`config.mk`:
```
export PLATFORM = sky130hd
export DESIGN_NAME = cdr_oversampler_pd
export DESIGN_NICKNAME = d
export VERILOG_FILES = /design/src/rtl/cdr_oversampler_pd.sv
export SDC_FILE = /design/constraint.sdc
export NUM_CORES = 1
export LEC_CHECK = 0
export BUFFER_PORTS_ARGS = -buffer_cell sky130_fd_sc_hd__buf_4
export CAP_MARGIN = 10
export CORE_MARGIN = 8
export CORE_UTILIZATION = 50
export CTS_CLUSTER_DIAMETER = 80
export CTS_CLUSTER_SIZE = 16
export DETAILED_ROUTE_END_ITERATION = 12
export HOLD_SLACK_MARGIN = 0.02
export PLACE_DENSITY = 0.86
export SETUP_SLACK_MARGIN = 0.4
export SLEW_MARGIN = 25
export SYNTH_ARGS = -nofsm -noshare
export SYNTH_HDL_FRONTEND = slang
export SYNTH_SLANG_ARGS = --single-unit
```
`constraint.sdc`:
```
create_clock -name data_clock -period 1.8 [get_ports data_clock]
set_input_delay 0.36 -clock data_clock [delete_from_list [all_inputs] [get_ports data_clock]]
set_output_delay 0.36 -clock data_clock [all_outputs]
set_load 0.05 [all_outputs]
```
`src/rtl/cdr_oversampler_pd.sv`:
```
// ============================================================================
// Module      : cdr_oversampler_pd
// Description : Oversampling CDR front end with programmable sample point,
//               Alexander early/late phase detector and phase-step handshake.
// Revision    : 1.0 - initial release
// ============================================================================
`default_nettype none

module cdr_oversampler_pd #(
  parameter int OSR         = 4,
  parameter int SYNC_STAGES = 2,
  parameter bit VOTE_EN     = 1'b0
) (
  input  logic                    data_clock,
  input  logic                    Reset,
  input  logic                    Serial,
  input  logic                    phase_up,
  input  logic                    phase_dn,
  output logic                    phase_ack,
  output logic                    Dn,
  output logic                    Dn_1,
  output logic                    Pn,
  output logic                    sample_valid,
  output logic                    early,
  output logic                    late,
  output logic [$clog2(OSR)-1:0]  phase
);

  localparam int              PH_W   = $clog2(OSR);
  localparam logic [PH_W-1:0] C_HALF = PH_W'(OSR / 2);
  localparam logic [PH_W-1:0] C_LAST = PH_W'(OSR - 1);

  logic [SYNC_STAGES-1:0] r_sync;
  logic [PH_W-1:0]        r_cnt;
  logic [PH_W-1:0]        r_dp;
  logic                   r_skip;
  logic                   r_edge;
  logic                   r_dn;
  logic                   r_dn_1;
  logic                   r_pn;
  logic                   r_valid;
  logic                   r_early;
  logic                   r_late;
  logic                   r_ack;

  logic                   w_s;
  logic                   w_d;
  logic                   w_edge_smp;
  logic [PH_W-1:0]        w_ep;
  logic [PH_W-1:0]        w_dp_inc;
  logic [PH_W-1:0]        w_dp_dec;
  logic                   w_data_evt;
  logic                   w_edge_evt;
  logic                   w_step_up;
  logic                   w_step_dn;

  generate
    if (SYNC_STAGES == 1) begin : g_sync_one
      always_ff @(posedge data_clock) begin
        if (Reset) r_sync <= '0;
        else       r_sync <= Serial;
      end
    end else begin : g_sync_chain
      always_ff @(posedge data_clock) begin
        if (Reset) r_sync <= '0;
        else       r_sync <= {r_sync[SYNC_STAGES-2:0], Serial};
      end
    end
  endgenerate

  assign w_s = r_sync[SYNC_STAGES-1];

  // Vote mode centres both decisions on w1, so data and edge paths stay aligned.
  generate
    if (VOTE_EN) begin : g_vote
      logic r_w1;
      logic r_w2;
      always_ff @(posedge data_clock) begin
        if (Reset) begin
          r_w1 <= 1'b0;
          r_w2 <= 1'b0;
        end else begin
          r_w1 <= w_s;
          r_w2 <= r_w1;
        end
      end
      assign w_d        = (w_s & r_w1) | (w_s & r_w2) | (r_w1 & r_w2);
      assign w_edge_smp = r_w1;
    end else begin : g_novote
      assign w_d        = w_s;
      assign w_edge_smp = w_s;
    end
  endgenerate

  assign w_ep       = (r_dp >= C_HALF) ? (r_dp - C_HALF) : (r_dp + C_HALF);
  assign w_dp_inc   = (r_dp == C_LAST) ? '0 : (r_dp + PH_W'(1));
  assign w_dp_dec   = (r_dp == '0) ? C_LAST : (r_dp - PH_W'(1));
  // After an up-step the new dp equals the next cnt; r_skip suppresses that
  // immediate match so the interval stretches to OSR+1 instead of doubling.
  assign w_data_evt = (r_cnt == r_dp) && !r_skip;
  assign w_edge_evt = (r_cnt == w_ep);
  assign w_step_up  = w_data_evt && phase_up && !phase_dn;
  assign w_step_dn  = w_data_evt && phase_dn && !phase_up;

  always_ff @(posedge data_clock) begin
    if (Reset) begin
      r_cnt   <= '0;
      r_dp    <= C_HALF;
      r_skip  <= 1'b0;
      r_edge  <= 1'b0;
      r_dn    <= 1'b0;
      r_dn_1  <= 1'b0;
      r_pn    <= 1'b0;
      r_valid <= 1'b0;
      r_early <= 1'b0;
      r_late  <= 1'b0;
      r_ack   <= 1'b0;
    end else begin
      r_cnt   <= (r_cnt == C_LAST) ? '0 : (r_cnt + PH_W'(1));
      r_skip  <= w_step_up;
      r_valid <= 1'b0;
      r_early <= 1'b0;
      r_late  <= 1'b0;
      r_ack   <= 1'b0;

      if (w_edge_evt) begin
        r_edge <= w_edge_smp;
      end

      if (w_data_evt) begin
        r_dn_1  <= r_dn;
        r_dn    <= w_d;
        r_pn    <= r_edge;
        r_valid <= 1'b1;
        r_early <= (r_dn != w_d) && (r_edge == r_dn);
        r_late  <= (r_dn != w_d) && (r_edge == w_d);
      end

      if (w_step_up) begin
        r_dp  <= w_dp_inc;
        r_ack <= 1'b1;
      end else if (w_step_dn) begin
        r_dp  <= w_dp_dec;
        r_ack <= 1'b1;
      end
    end
  end

  assign Dn           = r_dn;
  assign Dn_1         = r_dn_1;
  assign Pn           = r_pn;
  assign sample_valid = r_valid;
  assign early        = r_early;
  assign late         = r_late;
  assign phase_ack    = r_ack;
  assign phase        = r_dp;

endmodule

`default_nettype wire

```
Word-level counts from Yosys, hierarchy flattened:

Index checks and enable logic that the tools add are counted.

* register bits: 15
* logic and storage cells: 48
* output and inout bits: 9
* bits of input ports: 5

* order comparisons: 1
* multiplexer cells: 8
* add/subtract/negate cells: 5
* reduce and logical (&&, ||, !) cells: 14
* bitwise logic cells: 1
* equality and inequality tests: 7

Operator list (number)
* 2-bit two-way mux: 5
* 1-bit logical AND: 7
* 2-bit by 1-bit adder with 2-bit output, second input constant: 2
* 2-bit equality test: 2
* 2-bit equality test, second input constant: 2
* 2-bit OR reduction: 2
* 1-bit zero test: 3
* 1-bit two-way mux: 3
* 2-bit adder, second input constant: 1
* 1-bit equality test: 2
* 2-bit greater-or-equal comparator, second input constant: 1
* 2-bit zero test: 1
* 2-bit nonzero test: 1
* 2-bit by 1-bit subtractor with 2-bit output, second input constant: 1
* 2-bit subtractor, second input constant: 1
* 1-bit inequality test: 1
* 1-bit inverter: 1

Logic depth before layout (Yosys ltp):

* depth in word-level cells: 6
* mapped depth: 5
* depth with buffers taken out: 5

Least setup slack after synthesis:

Ideal clock, no wire load.

* path kind: register to register
* from: reg r_dp[0], in the netlist phase[0]
* to: reg r_dp[0], in the netlist phase[0]
* clock period less this slack: 1.774 ns
* data required time: 1.741 ns
* setup time: 0.059 ns
* path buffers: 0
* cell stages (with the launch flop): 5
* arrival time: 1.714 ns
* path slack: 0.026 ns
* cell sequence: dfxtp_1 ha_1 or3b_1 a2111oi_2 o221a_2

* word-level cells in the longest chain between the ends: 5
* elaborated cells on any way between the ends: 15
* those cells by class: 2 x add/sub; 2 x eq/ne; 4 x mux; 7 x reduce/logical

RTL lines
* from (decl): RTL line 35 `logic [PH_W-1:0] r_dp;`
* from (signal assigned): RTL line 140 `r_dp <= w_dp_inc;`
* from (signal assigned): RTL line 143 `r_dp <= w_dp_dec;`
* branches (longest 5 deep; another with 2-bit by 1-bit subtractor with 2-bit output)

Several ways; the timed one is not identified. The select of a mux whose other input is x is not followed.
A chain may end at the register's enable or synchronous reset.

Worst setup path after layout:

Same ends and word-level chain as after synthesis.

==> results.txt <==
----------------------------------------------------
[Outcome]
  Run status ... finished, final reports clean

[Timing]
  Final number of setup-violating endpoints ... 0
  Final Cycle Share ... 0.828
  Final number of hold-violating endpoints ... 0
  Worst slew margin relative to its limit ... 0.682
  RSZ-0062 raised after global routing ... true
  Min setup slack post-route ... between 0.3 and 0.4 ns
  Clock tree skew after final layout ... 0.00497 ns
  Sum of negative setup slack ... 0 ns
  Fmax achieved ... 671 MHz
  Pins over their slew limit ... 0
  Slew at the pin with the worst max-slew slack ... ~0.48 ns
  WHS ... between 0.2 and 0.3 ns
  Minimum clock period after layout ... between 1 and 1.5 ns

[Worst setup path]
  Crit path max fanout ... 4
  Endpoint required time on the critical path ... 2.03 ns
  Arrival time at the worst endpoint ... 1.72 ns
  Register-to-register setup slack ... slightly above 0.3 ns
  Type of element launching the critical path ... flip-flop
  Path type of the worst setup path ... flip-flop to flip-flop
  Worst setup EP type ... flip-flop

[Finish]
  Area taken by flip-flops and latches ... slightly above 300 um2
  Most common cell after layout, fill and taps aside ... sky130_fd_sc_hd__buf_4
  Filler cell count in the final layout ... 98
  Count of nets after finishing ... 96
  Commonest non-fill, non-tap cells in the layout ... sky130_fd_sc_hd__buf_4 (18), sky130_fd_sc_hd__dfxtp_1 (13), sky130_fd_sc_hd__nor2b_1 (5)
  Synthesis-to-layout area growth ... 34.4%
  Fraction of final layout cells sized beyond drive strength 1 ... 0.345
  Core occupancy in the finished layout ... 0.701
  Footprint of the multi-input gates ... around 390 um2
  Antenna cell count ... 0

[Placed design]
  DP Worst Slack ... 0.320 ns
  Quantity of I/O buffers inserted on ports ... 13
  DPL Wire Length ... 1010 um
  Placer's final routability congestion estimate ... between 0.8 and 0.9

[Logic synthesis]
  Synth area leaders ... sky130_fd_sc_hd__dfxtp_1 (45%), sky130_fd_sc_hd__ha_1 (5.7%), sky130_fd_sc_hd__nor2b_1 (4.7%), sky130_fd_sc_hd__nor3b_1 (4.5%), sky130_fd_sc_hd__xnor2_1 (4.0%)
  Average instance area after synthesis ... 10.0 um2
  Number of flip-flops and latches in the synthesized netlist ... 15
  Cell Area, Synth ... 662 um2
  Yosys top cell by area ... sky130_fd_sc_hd__dfxtp_1
  Number of instances in the synthesized netlist ... 66
  Top-area cell type share of the netlist area ... 0.454
  Number of nets produced by synthesis ... 74
  Count of unique library cells instantiated by Yosys ... 24
  Post-synthesis sequential area ratio ... 0.454
  Syn. warnings ... 0

[Clock tree]
  Post-CTS clock slew at the launch and capture registers of the worst setup and hold paths ... 0.09 ns
  Clock root buffer master ... sky130_fd_sc_hd__clkbuf_4
  Number of H-tree levels ... 1
  TritonCTS clock tree ... yes
  Total number of clock tree sinks ... 15
  Cts-stage hold buffer count ... 0
  Latest clock arrival within the worst-skew pair ... 0.28 ns
  Cts bufs inserted ... 3
  Buffers from clock root to sink, at most ... 2

[Routing]
  Vias ... 570
  Final wirelength ... between 1000 and 1500 um
  Drt drc ... 0
  Remaining antenna violation count ... 0
  Number of iterations in the first detailed-routing pass ... 6
  Average routed wire per standard cell ... around 15 um
  Number of design-rule violations left by the first detailed-router iteration ... 30
  Via density per instance ... 5.59

[Power]
  Combinational Power Share ... 0.242
  Total power ... 0.734 mW
  Lkg Pwr ... ~0.34 nW
  Max rail drop VDD ... a little under 0.0007 V
  Internal power ... slightly above 0.5 mW
  Pwr Density ... 825 mW/mm2
  Clk pwr share ... 0.255
  Sw Ratio ... 0.309
  Switching power total ... between 0.2 and 0.25 mW
  Sequential share of power ... 0.503

[Die]
  Core Rows ... 13
  Die span in x ... 52.4 um
  Initial Util ... 0.522
  Vert. Die Dim ... around 52 um
  Area of the die ... 0.00274 mm2
  I/O pins ... 14
  Core area ... ~0.0013 mm2

[Min path]
  Hold/Removal Path Class ... input port to flip-flop

[Global routing]
  Antenna violations before repair ... 0
  Number of global-route vias before repair ... roughly 560
  Maximum number of pins on one net before global-route repair ... 16
  Grt ovf ... 0
  Global-route wire length before repair ... 2440 um
  Aggregate global-route resource usage ... 0.120

[Flow run]
  Count of maximum capacitance violations ... 0

----------------------------------------------------
[through the flow]
stage          std cells  cell area (um2)
4_1_cts              101              851
2_1_floorplan         66              682
3_3_place_gp          95              810
6_report             102              890
3_5_place_dp          95              810
5_1_grt              102              890
[what timing repair did]
action | CTS | global route
resized for setup | 0 | 4
setup endpoints to repair | 2 | 5
buffers inserted | 2 | 1
[power groups by stage]
stage / clock [mW] / sequential (mW) / combinational, mW
2_1_floorplan: 0 / 0.401 / 0.0748
3_3_place_gp: 0 / 0.376 / 0.153
3_5_place_dp: 0 / 0.378 / 0.156
4_1_cts: 0.198 / 0.368 / 0.164
5_1_grt: 0.209 / 0.373 / 0.192
6_report: 0.187 / 0.369 / 0.178
[critical path: stages, from the launching register on]
cell	delay (ns)
sky130_fd_sc_hd__dfxtp_4	0.37
sky130_fd_sc_hd__ha_4	0.16
sky130_fd_sc_hd__or3b_1	0.36
sky130_fd_sc_hd__a2111oi_2	0.31
sky130_fd_sc_hd__o221a_2	0.23
[logic make-up after synthesis]
kind of cell             after synthesis  synth area share
AO/OA/AOI/OAI                         14             0.157
buffers and inverters                  5            0.0283
adder cells (fa/ha/maj)                3            0.0567
flip-flops                            15             0.454
multiplexers                           2            0.0302
XOR/XNOR                               5            0.0662
AND/OR/NAND/NOR                       22             0.208
[registers in the layout, indices dropped and copies added, names as in the netlist]
signal	cells
sample_valid	1
early	1
r_sync	2
Dn_1	1
Pn	1
r_edge	1
r_skip	1
Dn	1
r_cnt	2
late	1
phase_ack	1
phase	2
[final timing paths]
check | startpoint | to | cells past startpoint
worst min register to register | r_sync[0] | r_sync[1] | 1
worst max register to register | phase[0] | phase[0] | 4
worst max-delay path | phase[0] | phase[0] | 4
worst min-delay path | Serial | r_sync[0] | 2
[metal layers]
| metal | part of all wire | vias to the layer above | track usage |
|---|---|---|---|
| li1 | - | 283 | - |
| met1 | 0.44 | 262 | 0.141 |
| met2 | 0.45 | 19 | 0.170 |
| met3 | 0.076 | 6 | 0.0483 |
| met4 | 0.034 | 0 | 0.0862 |
| met5 | 0 | - | 0 |
[layout make-up]
| class | instances | area share |
|---|---|---|
| clock buffer | 4 | 0.0295 |
| sequential | 15 | 0.346 |
| tap | 15 | 0.0211 |
| multi-input combinational | 46 | 0.435 |
| timing repair buffer | 18 | 0.152 |
| inverter | 4 | 0.0169 |
[Yosys cell counts (all sizes together)]
master   count
a2111oi      1
a21o         1
a21oi        4
and3b        1
clkbuf       1
dfxtp       15
ha           3
inv          4
mux2i        2
nand2b       1
nand3        2
nand4        3
nor2         1
nor2b        5
nor3         4
nor3b        4
o2111ai      1
o21ai        2
o221a        1
o31ai        3
o41ai        1
or3b         1
xnor2        3
xor2         2
No activity file was read; power rests on OpenSTA's default activity.
